### src/rtl/tile_pkg.sv
// tile_pkg: shared definitions for the tile RAM word layout and the board
// shuffler. The game FSM imports the same field constants, so the two
// agree on the word format.
//   Tile word: [7:2] pair id, [1] flipped, [0] cursor.
package tile_pkg;

    localparam int TILE_ID_MSB     = 7;
    localparam int TILE_ID_LSB     = 2;
    localparam int TILE_FLIP_BIT   = 1;
    localparam int TILE_CURSOR_BIT = 0;

    localparam int NUM_TILES = 16;
    localparam int NUM_PAIRS = 8;

    localparam logic [15:0] LFSR_TAPS = 16'hB400;

    typedef enum logic [2:0] {
        IDLE,
        INIT,
        SHUFFLE,
        WRITE,
        DONE
    } shufState_t;

    // Builds a face-down tile word with the given pair id and cursor bit.
    function automatic logic [7:0] makeTile(input logic [2:0] pairId, input logic cursor);
        logic [7:0] tile;
        tile = '0;
        tile[TILE_ID_MSB:TILE_ID_LSB] = {3'b000, pairId};
        tile[TILE_FLIP_BIT]           = 1'b0;
        tile[TILE_CURSOR_BIT]         = cursor;
        return tile;
    endfunction

endpackage

### src/rtl/lfsr16.sv
// lfsr16: free-running 16-bit Galois LFSR, shift right, taps 16'hB400.
// Advances on every clock. A zero seed is replaced by 1 so the register
// can never lock up at zero.
//   clk   in   clock, rising edge
//   reset in   asynchronous, active-high; loads the seed
//   q     out  current LFSR value
module lfsr16 #(
    parameter logic [15:0] SEED = 16'hACE1
) (
    input  logic        clk,
    input  logic        reset,
    output logic [15:0] q
);
    import tile_pkg::*;

    localparam logic [15:0] START = (SEED == 16'h0000) ? 16'h0001 : SEED;

    always_ff @(posedge clk or posedge reset) begin
        if (reset) begin
            q <= START;
        end else begin
            q <= (q >> 1) ^ (q[0] ? LFSR_TAPS : 16'h0000);
        end
    end

endmodule

### src/rtl/board_shuffler.sv
// board_shuffler: builds a random 4x4 board of 8 tile pairs (Fisher-Yates
// with rejection sampling on the LFSR low nibble) and writes it into the
// tile RAM, then raises ready.
//   clk    in   clock, rising edge
//   reset  in   asynchronous, active-high
//   start  in   new-board request, rising edge accepted only in IDLE
//   busy   out  high from the cycle after acceptance until the last write
//   ready  out  board valid in RAM; cleared when a new start is accepted
//   done   out  one-cycle pulse as ready rises
//   we     out  tile RAM write enable
//   addr   out  tile RAM address
//   wdata  out  tile RAM write data
//
// state   | meaning
// --------+--------------------------------------------------------------
// IDLE    | waiting for a start rising edge; outputs held
// INIT    | id[k] = k>>1, i = 15
// SHUFFLE | r = lfsr[3:0]; swap id[i]/id[r] and step i when r <= i
// WRITE   | one tile per cycle, addr 0..15, cursor only on tile 0
// DONE    | drop busy, raise ready, pulse done
module board_shuffler #(
    parameter logic [15:0] LFSR_SEED = 16'hACE1,
    parameter int          NUM_TILES = 16
) (
    input  logic       clk,
    input  logic       reset,
    input  logic       start,
    output logic       busy,
    output logic       ready,
    output logic       done,
    output logic       we,
    output logic [3:0] addr,
    output logic [7:0] wdata
);
    import tile_pkg::*;

    shufState_t  state;
    logic [15:0] lfsrQ;
    logic        startPrev;
    logic [2:0]  ids [NUM_TILES];
    logic [3:0]  idx;
    logic [3:0]  wIdx;
    logic [3:0]  r;

    lfsr16 #(.SEED(LFSR_SEED)) uLfsr (
        .clk   (clk),
        .reset (reset),
        .q     (lfsrQ)
    );

    assign r = lfsrQ[3:0];

    // Upper LFSR bits are reserved for future hint/AI randomness.
    logic unusedLfsrHigh;
    assign unusedLfsrHigh = ^lfsrQ[15:4];

    always_ff @(posedge clk or posedge reset) begin
        if (reset) begin
            state     <= IDLE;
            startPrev <= 1'b0;
            idx       <= '0;
            wIdx      <= '0;
            we        <= 1'b0;
            addr      <= '0;
            wdata     <= '0;
            busy      <= 1'b0;
            ready     <= 1'b0;
            done      <= 1'b0;
            for (int k = 0; k < NUM_TILES; k++) begin
                ids[k] <= '0;
            end
        end else begin
            // Sampled every cycle, so an edge seen while busy is consumed
            // and cannot trigger a second board later.
            startPrev <= start;
            we        <= 1'b0;
            done      <= 1'b0;

            case (state)
                IDLE: begin
                    if (start && !startPrev) begin
                        state <= INIT;
                        busy  <= 1'b1;
                        ready <= 1'b0;
                    end
                end

                INIT: begin
                    for (int k = 0; k < NUM_TILES; k++) begin
                        ids[k] <= 3'(k >> 1);
                    end
                    idx   <= 4'(NUM_TILES - 1);
                    state <= SHUFFLE;
                end

                SHUFFLE: begin
                    // Rejecting r > i keeps the permutation unbiased.
                    if (r <= idx) begin
                        ids[idx] <= ids[r];
                        ids[r]   <= ids[idx];
                        idx      <= idx - 4'd1;
                        if (idx == 4'd1) begin
                            state <= WRITE;
                            wIdx  <= '0;
                        end
                    end
                end

                WRITE: begin
                    we    <= 1'b1;
                    addr  <= wIdx;
                    wdata <= makeTile(ids[wIdx], wIdx == 4'd0);
                    wIdx  <= wIdx + 4'd1;
                    if (wIdx == 4'(NUM_TILES - 1)) begin
                        state <= DONE;
                    end
                end

                DONE: begin
                    busy  <= 1'b0;
                    ready <= 1'b1;
                    done  <= 1'b1;
                    state <= IDLE;
                end

                default: state <= IDLE;
            endcase
        end
    end

endmodule

### config.mk
export PLATFORM = sky130hd
export DESIGN_NAME = board_shuffler
export DESIGN_NICKNAME = d
export VERILOG_FILES = /design/src/rtl/tile_pkg.sv /design/src/rtl/lfsr16.sv /design/src/rtl/board_shuffler.sv
export SDC_FILE = /design/constraint.sdc
export NUM_CORES = 1
export LEC_CHECK = 0
export BUFFER_PORTS_ARGS = -buffer_cell sky130_fd_sc_hd__buf_2
export CORE_MARGIN = 1.5
export CORE_UTILIZATION = 55
export DETAILED_ROUTE_END_ITERATION = 7
export GPL_ROUTABILITY_DRIVEN = 0
export PLACE_DENSITY = 0.82
export RECOVER_POWER = 100
export SETUP_SLACK_MARGIN = 0.2
export SLEW_MARGIN = 20
export SYNTH_ARGS = -nofsm -noshare
export SYNTH_HDL_FRONTEND = slang
export SYNTH_SLANG_ARGS = --single-unit
### constraint.sdc
create_clock -name clk -period 5.6 [get_ports clk]
set_clock_uncertainty 0.1 [all_clocks]
set_input_delay 0 -clock clk [delete_from_list [all_inputs] [get_ports clk]]
set_output_delay 0 -clock clk [all_outputs]
set_load 0.01 [all_outputs]
==> impl_metrics.ini <==
[timing]
tightest_slew_ns = 1.49
setup_violations = 0
rsz0062_at_grt = false
fin_tns_setup_ns = 0
fmax_ghz = 0.226
drv_slew = 0
period_share_pct = 79.2
max_slew_margin_pct = 0.612
final_hold_viol_count = 0
fin_crit_ns = 4.43

[synthesis]
ys_seq_area_share_pct = 39.0
ys_async_sr_fraction_pct = 100
synth_flop_cell = dfrtp_1
syn-instance-count = 582
ys_warn_count = 0
syn_area_sq_um = 5670
synth_cell_types = 61
synth-edff-count = 0
ys_seq_elements = 88
avgSynthCellArea_sq_um = 9.74

[global_routing]
grt_pass1_wl_mm = 26.6
grt_usage_pct = 31.3
first_global_vias = 4953
antenna_found_initial = 0
grt_max_degree = 89
gr-total-overflow = 0

[final_layout]
drive_above_1_share_pct = 12.1
syn2layout_area_growth_pct = 3.88
nets = 581
postLayoutCoreUtil_pct = 59.7
fill_cells = 833
fin_cells = 705
antennaDiodeCount = 0

[clock_tree]
cts_buffer_depth = 2
htree_levels = 3
clk_pin_slew_ns = 0.09
clockRootBuffer = clkbuf_8
cts_sinks = 88
post_cts_buffers = 0
cts_tree = built
cts_buffers = 9
clk-insertion-delay-late_ns = 0.37

[drt]
ant_nets = 0
wl_per_cell_um = 23.2
via_per_inst = 7.33
drcViolationCount = 0
vias = 5166
first_pass_iters = 6
wl_mm = 16.4
dr.first_iter.drc_count = 1128

[critical_path]
cp_slowest_cell = dfstp_1
crit_family = flip-flops
max_stage_delay_ns = 1.53
crit_start = uLfsr.q[0]
start_kind = flop
arrival_ns = 4.61
critPathCaptureType = flop
path_buf_inv = 1
r2r_setup_slack_ns = 1.17
crit_chain = inv_1 > ha_1 > nand4_1 > o21ai_0 > and2_1 > o21ai_1 > o31ai_1
worstPathRequired_ns = 5.78
crit_path_max_fanout = 35
crit_type = reg2reg
reg2reg_from = uLfsr.q[0]

[place]
hpwl_mm = 11.3
dp_cells = 687
port_buffers = 14

[die]
die_y_um = 105
die_w_um = 105
core_area_sq_um = 9860
die_area_sq_um = 10900
io-pin-count = 19
rows = 36
floorplan.initialDensity_pct = 57.5

[power]
ir_drop_mv = 0.265
leakage_nw = 2.47
power_per_cell_area_nw_per_um2 = 557
total_power_mw = 3.28

[status]
status = finished with violations
violations = max-capacitance violations

[hold_path]
worstHoldStart = start
min_path_type = in2reg

[run]
cap_violations = 1
kinds of logic (layout without fill, tap and decap cells):
family	count (synthesis)	in the layout	synth area share, %
xor+xnor	5	5	0.773
buf+inv	72	59	6.33
flops	88	88	39.0
mux	50	50	15.5
fa+ha+maj	11	11	2.43
compound gates	147	147	18.4
simple gates	208	208	17.5
other cells	1	4	0.0661
worst paths after layout:
check | end | cells past startpoint
max | ids[38] | 7
min | startPrev | 2
max reg2reg | ids[38] | 7
min reg2reg | uLfsr.q[8] | 0
max in group asynchronous | ids[35] | 4
min in group asynchronous | uLfsr.q[8] | 4
state kept, by name, indices dropped and copies added (netlist names):
name and flops:
we 1, busy 1, addr 4, wdata 4
state 3, ids 48, idx 4, uLfsr.q 16
done 1, startPrev 1, ready 1, wIdx 4
worst reg2reg max path, stage by stage (launching register included):
cell     delay [ns]
dfstp_1        1.53
inv_1          0.36
ha_1           0.42
nand4_1        0.13
o21ai_0        0.26
and2_1         0.80
o21ai_1        0.43
o31ai_1        0.32
routing by layer:
| layer | share of wire (%) | routed length (um) | global-route usage [%] | vias up |
|---|---|---|---|---|
| met3 | 15 | 2480 | 9.65 | 136 |
| met2 | 43 | 7040 | 45.9 | 469 |
| met4 | 6.3 | 1020 | 17.9 | 0 |
| met5 | 0 | 0 | 0 | - |
| met1 | 35 | 5800 | 41.1 | 2416 |
| li1 | - | - | - | 2145 |
power by group:
part	leakage (nW)	switching (mW)	total (mW)	internal [mW]
Combinational	1.31	1.03	1.66	0.627
Clock	0.102	0.237	0.457	0.220
Sequential	1.06	0.341	1.16	0.823
Total	2.47	1.61	3.28	1.67
Yosys cell counts, types with 6 or more instances:
| cell type | count | area [sq um] |
|---|---|---|
| a211oi_1 | 8 | 60.1 |
| a21oi_1 | 35 | 175 |
| a31oi_1 | 6 | 37.5 |
| a32oi_1 | 15 | 131 |
| and3_1 | 6 | 37.5 |
| buf_2 | 14 | 70.1 |
| buf_4 | 11 | 82.6 |
| clkbuf_1 | 16 | 60.1 |
| dfrtp_1 | 80 | 2000 |
| dfstp_2 | 8 | 210 |
| ha_1 | 11 | 138 |
| inv_1 | 23 | 86.3 |
| mux2_2 | 7 | 78.8 |
| mux2i_1 | 15 | 150 |
| mux4_2 | 23 | 518 |
| nand2_1 | 74 | 278 |
| nand2b_1 | 7 | 43.8 |
| nand3_1 | 34 | 170 |
| nor2_1 | 33 | 124 |
| nor2b_1 | 12 | 75.1 |
| nor3_1 | 16 | 80.1 |
| o21ai_0 | 19 | 95.1 |
| o22ai_1 | 9 | 56.3 |
| o31ai_1 | 6 | 45.0 |
cell usage in the layout (no fill, tap or decap), types with 8 or more instances in the layout:
cell type   n
mux2i_1    15
nand2_1    74
inv_1      22
nor2b_1    12
o22ai_1     9
a21oi_1    35
nand3_1    34
mux4_2     23
a211oi_1    8
a32oi_1    15
clkbuf_1   13
nor2_1     33
clkbuf_8   10
nor3_1     16
o21ai_0    20
dfrtp_1    80
ha_1       11
area by class of cell:
| cell class | count | area, sq um | area share (%) |
|---|---|---|---|
| inverters | 23 | 87.6 | 1.49 |
| multi-input cells | 425 | 3110 | 52.8 |
| clock buffers | 10 | 138 | 2.34 |
| clock inverters | 6 | 68.8 | 1.17 |
| repair buffers | 20 | 108 | 1.83 |
| well taps | 133 | 166 | 2.83 |
| flip-flops and latches | 88 | 2210 | 37.6 |
stage by stage:
stage	hold WS, ns	worst slack (ns)	area [sq um]
after global placement	0.0304	2.13	5680
after detailed placement	0.0394	1.97	5680
final	0.218	1.17	5890
after CTS	0.175	1.92	5900
after global routing	0.229	1.00	5890
after floorplan	-0.0686	2.93	5680
timing repair:
item,CTS,global route
endpoints found under the hold margin,83,0
hold buffers,2,0
setup endpoints to repair,0,0
resized for setup,0,0
No activity file was read; power rests on OpenSTA's default activity.
